`src/rtl/song_sequencer_pkg.sv`:
```
// Shared note codes, sequencer state encoding and the note-to-Led decode.
package song_sequencer_pkg;

   localparam logic [3:0] NOTE_NONE = 4'd0;
   localparam logic [3:0] NOTE_C4   = 4'd1;
   localparam logic [3:0] NOTE_D    = 4'd2;
   localparam logic [3:0] NOTE_E    = 4'd3;
   localparam logic [3:0] NOTE_F    = 4'd4;
   localparam logic [3:0] NOTE_G    = 4'd5;
   localparam logic [3:0] NOTE_A    = 4'd6;
   localparam logic [3:0] NOTE_B    = 4'd7;
   localparam logic [3:0] NOTE_C5   = 4'd8;

   typedef enum logic [1:0] {
      S_IDLE  = 2'd0,
      S_FETCH = 2'd1,
      S_HOLD  = 2'd2,
      S_GAP   = 2'd3
   } state_e;

   function automatic logic [7:0] note_to_led(input logic [3:0] n);
      logic [7:0] led;
      led = 8'h00;
      case (n)
         NOTE_C4: led = 8'h80;
         NOTE_D:  led = 8'h40;
         NOTE_E:  led = 8'h20;
         NOTE_F:  led = 8'h10;
         NOTE_G:  led = 8'h08;
         NOTE_A:  led = 8'h04;
         NOTE_B:  led = 8'h02;
         NOTE_C5: led = 8'h01;
         default: led = 8'h00;
      endcase
      return led;
   endfunction

   // Out-of-range codes (9..15) play as silence.
   function automatic logic [3:0] note_clean(input logic [3:0] n);
      return (n > NOTE_C5) ? NOTE_NONE : n;
   endfunction

endpackage

```
`src/rtl/song_sequencer_rom.sv`:
```
// Song table: step address to {note, duration}; duration 0 marks the end.
module song_rom
   import song_sequencer_pkg::*;
#(
   parameter int ADDR_W = 5,
   parameter int DUR_W  = 3
) (
   input  logic [ADDR_W-1:0] addr,
   output logic [3:0]        note,
   output logic [DUR_W-1:0]  dur
);

   always_comb begin
      note = NOTE_NONE;
      dur  = '0;
      case (int'(addr))
         0: begin
            note = NOTE_C4;
            dur  = DUR_W'(2);
         end
         1: begin
            note = NOTE_E;
            dur  = DUR_W'(1);
         end
         default: begin
            note = NOTE_NONE;
            dur  = '0;
         end
      endcase
   end

endmodule

```
`src/rtl/song_sequencer.sv`:
```
// ROM-driven autoplay sequencer: FETCH/HOLD/GAP walk over the song table.
// Optional PAUSE input is enabled with SONG_SEQUENCER_PAUSE_EN.
module song_sequencer
   import song_sequencer_pkg::*;
#(
   parameter int SONG_LEN   = 32,
   parameter int ADDR_W     = 5,
   parameter int DUR_W      = 3,
   parameter int GAP_CYCLES = 1000000
) (
   input  logic              CLK,
   input  logic              RESET,
   input  logic              START,
   input  logic              STOP,
   input  logic              LOOP,
   input  logic              QUARTER_BEAT,
`ifdef SONG_SEQUENCER_PAUSE_EN
   input  logic              PAUSE,
`endif
   output logic [3:0]        note,
   output logic [7:0]        Led,
   output logic              playing,
   output logic              done,
   output logic [ADDR_W-1:0] step
);

   localparam int GAP_W =
      (GAP_CYCLES > 1) ? $clog2(GAP_CYCLES) : 1;

   state_e            state_q, state_d;
   logic [ADDR_W-1:0] step_q, step_d;
   logic [3:0]        note_q, note_d;
   logic [DUR_W-1:0]  beat_q, beat_d;
   logic [GAP_W-1:0]  gap_q, gap_d;
   logic              done_q, done_d;
   logic              frozen;
   logic [3:0]        rom_note;
   logic [DUR_W-1:0]  rom_dur;
   logic              song_end;

   song_rom #(
      .ADDR_W (ADDR_W),
      .DUR_W  (DUR_W)
   ) u_rom (
      .addr (step_q),
      .note (rom_note),
      .dur  (rom_dur)
   );

   assign song_end = (rom_dur == '0) ||
                     (int'(step_q) == SONG_LEN);

`ifdef SONG_SEQUENCER_PAUSE_EN
   logic paused_q, paused_d;

   always_comb begin
      paused_d = paused_q;
      if (PAUSE && state_q != S_IDLE)
         paused_d = ~paused_q;
      if (STOP || START || state_d == S_IDLE)
         paused_d = 1'b0;
   end

   always_ff @(posedge CLK or posedge RESET) begin
      if (RESET) paused_q <= 1'b0;
      else       paused_q <= paused_d;
   end

   assign frozen = paused_q;
`else
   assign frozen = 1'b0;
`endif

   always_comb begin
      state_d = state_q;
      step_d  = step_q;
      note_d  = note_q;
      beat_d  = beat_q;
      gap_d   = gap_q;
      done_d  = 1'b0;
      if (STOP) begin
         state_d = S_IDLE;
         step_d  = '0;
         note_d  = NOTE_NONE;
         beat_d  = '0;
         gap_d   = '0;
      end else if (START) begin
         state_d = S_FETCH;
         step_d  = '0;
         note_d  = NOTE_NONE;
         beat_d  = '0;
         gap_d   = '0;
      end else begin
         case (state_q)
            S_IDLE: note_d = NOTE_NONE;
            S_FETCH: begin
               if (song_end) begin
                  if (LOOP && step_q != '0) begin
                     step_d = '0;
                  end else begin
                     state_d = S_IDLE;
                     done_d  = ~LOOP;
                  end
               end else begin
                  note_d  = note_clean(rom_note);
                  beat_d  = rom_dur;
                  state_d = S_HOLD;
               end
            end
            S_HOLD: begin
               if (!frozen && QUARTER_BEAT) begin
                  beat_d = beat_q - DUR_W'(1);
                  if (beat_q == DUR_W'(1)) begin
                     note_d  = NOTE_NONE;
                     gap_d   = GAP_W'(GAP_CYCLES - 1);
                     step_d  = step_q + ADDR_W'(1);
                     state_d = S_GAP;
                  end
               end
            end
            S_GAP: begin
               if (!frozen) begin
                  if (gap_q == '0) state_d = S_FETCH;
                  else             gap_d   = gap_q - GAP_W'(1);
               end
            end
            default: state_d = S_IDLE;
         endcase
      end
   end

   always_ff @(posedge CLK or posedge RESET) begin
      if (RESET) begin
         state_q <= S_IDLE;
         step_q  <= '0;
         note_q  <= NOTE_NONE;
         beat_q  <= '0;
         gap_q   <= '0;
         done_q  <= 1'b0;
      end else begin
         state_q <= state_d;
         step_q  <= step_d;
         note_q  <= note_d;
         beat_q  <= beat_d;
         gap_q   <= gap_d;
         done_q  <= done_d;
      end
   end

   // note_q keeps the held note while paused; only the output is muted.
   assign note    = frozen ? NOTE_NONE : note_q;
   assign Led     = note_to_led(note);
   assign playing = (state_q != S_IDLE);
   assign done    = done_q;
   assign step    = step_q;

endmodule
```
`config.mk`:
```
export PLATFORM = sky130hd
export DESIGN_NAME = song_sequencer
export DESIGN_NICKNAME = d
export VERILOG_FILES = /design/src/rtl/song_sequencer_pkg.sv /design/src/rtl/song_sequencer_rom.sv /design/src/rtl/song_sequencer.sv
export SDC_FILE = /design/constraint.sdc
export NUM_CORES = 1
export LEC_CHECK = 0
export BUFFER_PORTS_ARGS = -buffer_cell sky130_fd_sc_hd__buf_2
export CORE_MARGIN = 8
export CORE_UTILIZATION = 40
export DETAILED_ROUTE_END_ITERATION = 10
export PLACE_DENSITY_LB_ADDON = 0.12
export SYNTH_ARGS = -nofsm -noshare
export SYNTH_HDL_FRONTEND = slang
export SYNTH_SLANG_ARGS = --single-unit
```
`constraint.sdc`:
```
create_clock -name CLK -period 5 [get_ports CLK]
set_input_delay 0.25 -clock CLK [delete_from_list [all_inputs] [get_ports CLK]]
set_output_delay 0.25 -clock CLK [all_outputs]
set_load 0.005 [all_outputs]
```
-- Yosys cells after proc, flatten, opt, wreduce, memory -nomap -nowiden
Memory sizes are Yosys's and may differ from the RTL's.
Cells that the tools add are included.
W data, S select, Z words.
- bits in read-only memories: 128
- bits of input ports: 6
- memories kept: 1
- flip-flop bits (word level): 35
- logic and storage cells: 81
- memory list (name ; words ; bits a word ; read ports ; clocked after Yosys merged registers in ; wr ports ; line ; source):
    (name not given) ; 16 ; 8 ; 1 ; 0 ; 0 ; song_sequencer_pkg.sv:24 ; case (n)
- mux-type cells: 40
- reductions and logical operators: 16
- order comparisons: 1
- equal/unequal tests: 13
- bitwise operators: 1
- add/subtract/negate cells: 3
- operator list (operator ; number):
    $mux W20 ; 5
    $pmux W20 S2 ; 1
    $mux W5 ; 6
    $ne A4 B4 Y1 const B ; 7
    $mux W4 ; 6
    $logic_not A20 Y1 ; 1
    $sub A20 B1 Y20 const B ; 1
    $reduce_bool A5 Y1 ; 3
    $mux W2 ; 7
    $mux W3 ; 4
    $pmux W4 S3 ; 1
    $pmux W5 S2 ; 1
    $reduce_and A5 Y1 ; 2
    $pmux W2 S2 ; 2
    $reduce_and A4 Y1 ; 2
    $reduce_bool A4 Y1 ; 2
    $pmux W2 S3 ; 1
    $pmux W3 S2 ; 1
    $add A5 B1 Y5 const B ; 1
    $eq A5 B1 Y1 const B ; 1
    $logic_not A5 Y1 ; 1
    $mux W1 ; 5
    $ne A5 B5 Y1 const B ; 1
    $eq A2 B2 Y1 const B ; 2
    other kinds (10) ; 10

-- Depth between registers and ports, before layout
- word-level depth: 8
- gate-level depth with buffers: 9
- mapped depth without buffers: 7

-- By module
Synthesis repeated with hierarchy kept, for this count alone.
- cells, all modules: 273
- area total of the unflattened synthesis: 2354.8 um^2
- by module, submodules not included (module ; instances ; cells each ; seq. area each (um^2) ; area an instance (um^2)):
    song_sequencer ; 1 ; 265 ; 875.8 ; 2294.7
    song_rom ; 1 ; 8 ; 0.0 ; 60.1

-- Worst setup path before layout
No wires, ideal clock.
- kind: register to register
- from: register gap_q[0]
- to: register gap_q[12]
- data required time: 4.917 ns
- setup time: 0.083 ns
- buffers on the path: 0
- arrival: 1.981 ns
- period minus slack after synthesis: 2.063 ns
- path slack: 2.937 ns
- cell stages (with the launch flop): 8
- path through: dfrtp_1 -> inv_1 -> ha_1 -> nor3b_2 -> nand3b_1 -> or4_1 -> or4_1 -> o21ai_0
- longest elaborated chain between the ends: 5
- elaborated cells on any way between the ends: 8
- those cells by class: add/sub: 1; eq/ne: 1; mux: 4; reduce/logical: 2
- ends and longest elaborated chain (what ; line ; source):
    from (decl) ; song_sequencer.sv:34 ; logic [GAP_W-1:0] gap_q, gap_d;
    from (signal assigned) ; song_sequencer.sv:145 ; gap_q <= gap_d;
    $sub A20 B1 Y20 ; song_sequencer.sv:124 ; else gap_d = gap_q - GAP_W'(1);
    $mux W20 ; song_sequencer.sv:123 ; if (gap_q == '0) state_d = S_FETCH;
    $pmux W20 S2 ; song_sequencer.sv:94 ; case (state_q)
    $mux W20 ; song_sequencer.sv:87 ; end else if (START) begin
    $mux W20 ; song_sequencer.sv:81 ; if (STOP) begin
Several ways; a longest one is shown, not always the timed one. The select of a mux whose other input is x is not followed.
A chain may end at the register's enable or synchronous reset.

-- Worst setup path in the final report
- from: register state_q[0]
- to: register gap_q[12]
- longest elaborated chain between the ends: 4
- elaborated cells on any way between the ends: 10
- those cells by class: eq/ne: 5; mux: 3; reduce/logical: 2
- ends and longest elaborated chain (what ; line ; source):
    from (decl) ; song_sequencer.sv:30 ; state_e state_q, state_d;
    from (signal assigned) ; song_sequencer.sv:141 ; state_q <= state_d;
    $eq A2 B2 Y1 ; song_sequencer.sv:94 ;
    $pmux W20 S2 ; song_sequencer.sv:94 ;
    $mux W20 ; song_sequencer.sv:87 ;
    $mux W20 ; song_sequencer.sv:81 ;
Several ways; a longest one is shown, not always the timed one.

==> summary.txt <==
CP Data Arrival Time: 2.93 ns
FFs w/ async S/R, synth: 100%
Slowest-stage cell, CP: o31ai_1
Finished Core Util: 46.3%
post-synth top area share: 38.3%
Max Freq: 363 MHz
fillers: 525
Routed WL: 5290 um
Post-Synthesis Cell Area: 0.00215 mm2
Hold WS: 0.141 ns
MaxCap Viol Count: 0
largest area contributor in the netlist: dfrtp_1
CORE AREA: 0.00514 mm2
worst path cell trace: inv_1 > ha_1 > clkinv_1 > o31ai_1 > or4_1 > o21ai_0
met2 wire len: 2320 um
drt first pass iters: 4
DR vias/cell: 5.72
initial DRC count: 98
Syn Area/Cell: 8.76 um2
Die Wd: 89.4 um
clock tree buffer depth: 2
nets@finish: 278
setup TNS: 0 ns
worst hold stages: 2
overall routing resource usage: 14.1%
CTS tree: yes
Post-DRT Antenna Nets: 0
post-synthesis register bit count: 33
crit path kind: reg -> reg
total die area: 0.00799 mm2
Root Driver: clkbuf_8
simple-gate area share of the yosys netlist: 20.8%
row cnt: 26
post-synthesis xor/xnor area fraction: 0%
RSZ-0062 raised after global routing: false
Post-Place Worst Slack: 2.20 ns
vias: 1900
post-synthesis mux area share: 0.465%
Crit. End Element: flip-flop
status: completed
I/O pin count: 25
initial antenna violation count: 0
crit path max fanout: 15
Worst Path Required: 5.17 ns
GP Congestion: 0.793
top-count cell post-synth: dfrtp_1
Clk pin slew, worst setup/hold paths: 0.07 ns
Post-synth top flop: dfrtp_1
most frequent cells after synthesis: dfrtp_1 (33), a21oi_1 (22), nand2_1 (17)
total CTS buffers: 5
per-cell routed wire length: 15.9 um
post-synthesis compound-gate area fraction: 26.9%
count of final hold-check violations: 0
worst vdd ir: 0.000184 V
PostCTS Resize Cnt: 0
Starting Density: 41.9%
Final setup viols: 0
WL met1: 2750 um
Fin Clk Skew: 0.00765 ns
Tmin final: 2.75 ns
Final HPWL DP: 3620 um
post-synthesis adder-cell area fraction: 6.39%
port bufs: 17
DR DRC count: 0
largest net degree at the start of global routing: 24
worst slew pin tran: 1.05 ns
vias in the first global route: 1755
first-pass GRT wire length: 8790 um
CTS Sinks: 33
main combinational cell family by area after synthesis: compound AO/OA/AOI/OAI gates
P per Cell Area: 272 mW/mm2
Final Max Slew Viols: 0
Yosys Warn Count: 0
share of cells above drive strength 1: 13.0%
CP startpoint kind: flip-flop
GRT overflow: 0
Synth area leaders: dfrtp_1 (38%), ha_1 (6.4%), a21oi_1 (5.1%)
metal3 WL: 191 um
Highest Signal Layer: met4
area grow syn2layout: 10.5%
final worst slack: 2.25 ns
slowest stage delay, CP: 0.97 ns
ANT cells: 0
fin crit share: 55.1%
Post-synth EDFFs: 0
Synth cell types: 48
Worst Hold Class: in -> reg
worst r2r path cells: 6
P_leak: 0.994 nW
clk_lat worst skew: 0.29 ns
slew margin rel.: 29.5%
H-tree depth: 2
Die Span Y: 89.4 um
Synth Instances: 246
Seq/Total Area, Yosys: 38.3%
-- final timing paths --
check	slack [ns]	start	end
setup / recovery	2.25	state_q[0]	gap_q[12]
hold / removal	0.14	STOP	state_q[0]
setup reg to reg	2.25	state_q[0]	gap_q[12]
hold reg to reg	0.52	gap_q[19]	gap_q[19]
max in group asynchronous	3.81	RESET	gap_q[13]
min in group asynchronous	0.51	RESET	beat_q[2]
-- cells in the final DEF, fill, tap and decap left out, drive strengths merged, types with 7 or more instances in the layout --
| master | instances |
|---|---|
| a21oi | 22 |
| a31oi | 7 |
| buf | 19 |
| clkbuf | 7 |
| conb | 7 |
| dfrtp | 33 |
| ha | 11 |
| inv | 13 |
| nand2 | 17 |
| nor2 | 12 |
| nor3 | 7 |
| o21a | 8 |
| o21ai | 16 |
| o31ai | 8 |
| or4 | 10 |
-- power breakdown --
| group | internal (W) | switching, W |
|---|---|---|
| Sequential | 0.000281 | 0.0000161 |
| Clock | 0.000125 | 0.000103 |
| Combinational | 0.0000464 | 0.0000750 |
-- through the flow --
step           area [um2]  cells  total power [W]
5_1_grt              2380    332         0.000682
6_report             2380    332         0.000647
3_5_place_dp         2270    323         0.000422
4_1_cts              2380    332         0.000651
3_3_place_gp         2270    323         0.000422
2_1_floorplan        2180    252         0.000395
-- routing by layer --
layer	global-route usage, %	vias up
met1	20.4	932
met3	3.49	4
met2	20.1	23
li1	-	941
met4	3.17	0
met5	0	-
-- state kept, by name, indices dropped and copies added (netlist names) --
signal,count
gap_q,20
step,5
beat_q,3
note,2
state_q,2
done,1
-- repair_timing --
action / CTS / global route
endpoints found under the hold margin: 10 / 0
hold buffers: 1 / 0
setup buffers: 0 / 0
-- cell type report --
cell class	count	area (um2)	area share (%)
flip-flops and latches	33	826	34.7
clock buffers	7	96.3	4.05
multi-input cells	187	1200	50.5
well taps	70	87.6	3.68
clock inverters	1	5.00	0.210
repair buffers	20	110	4.63
inverters	14	52.6	2.21
-- kinds of logic (layout without fill, tap and decap cells) --
logic type | after synthesis | after routing
AO/OA/AOI/OAI | 88 | 88
AND/OR/NAND/NOR | 80 | 80
flip-flops | 33 | 33
buffers and inverters | 32 | 42
adder cells (fa/ha/maj) | 11 | 11
other | 1 | 7
multiplexers | 1 | 1
-- worst max-delay path, delay by kind of cell (launching register included) --
family | cells | cell delay [ns]
AO/OA/AOI/OAI | 2 | 1.04
flip-flops | 1 | 0.42
AND/OR/NAND/NOR | 1 | 0.22
adder cells (fa/ha/maj) | 1 | 0.46
buffers and inverters | 2 | 0.49
Power figures use the tool's default switching activity.
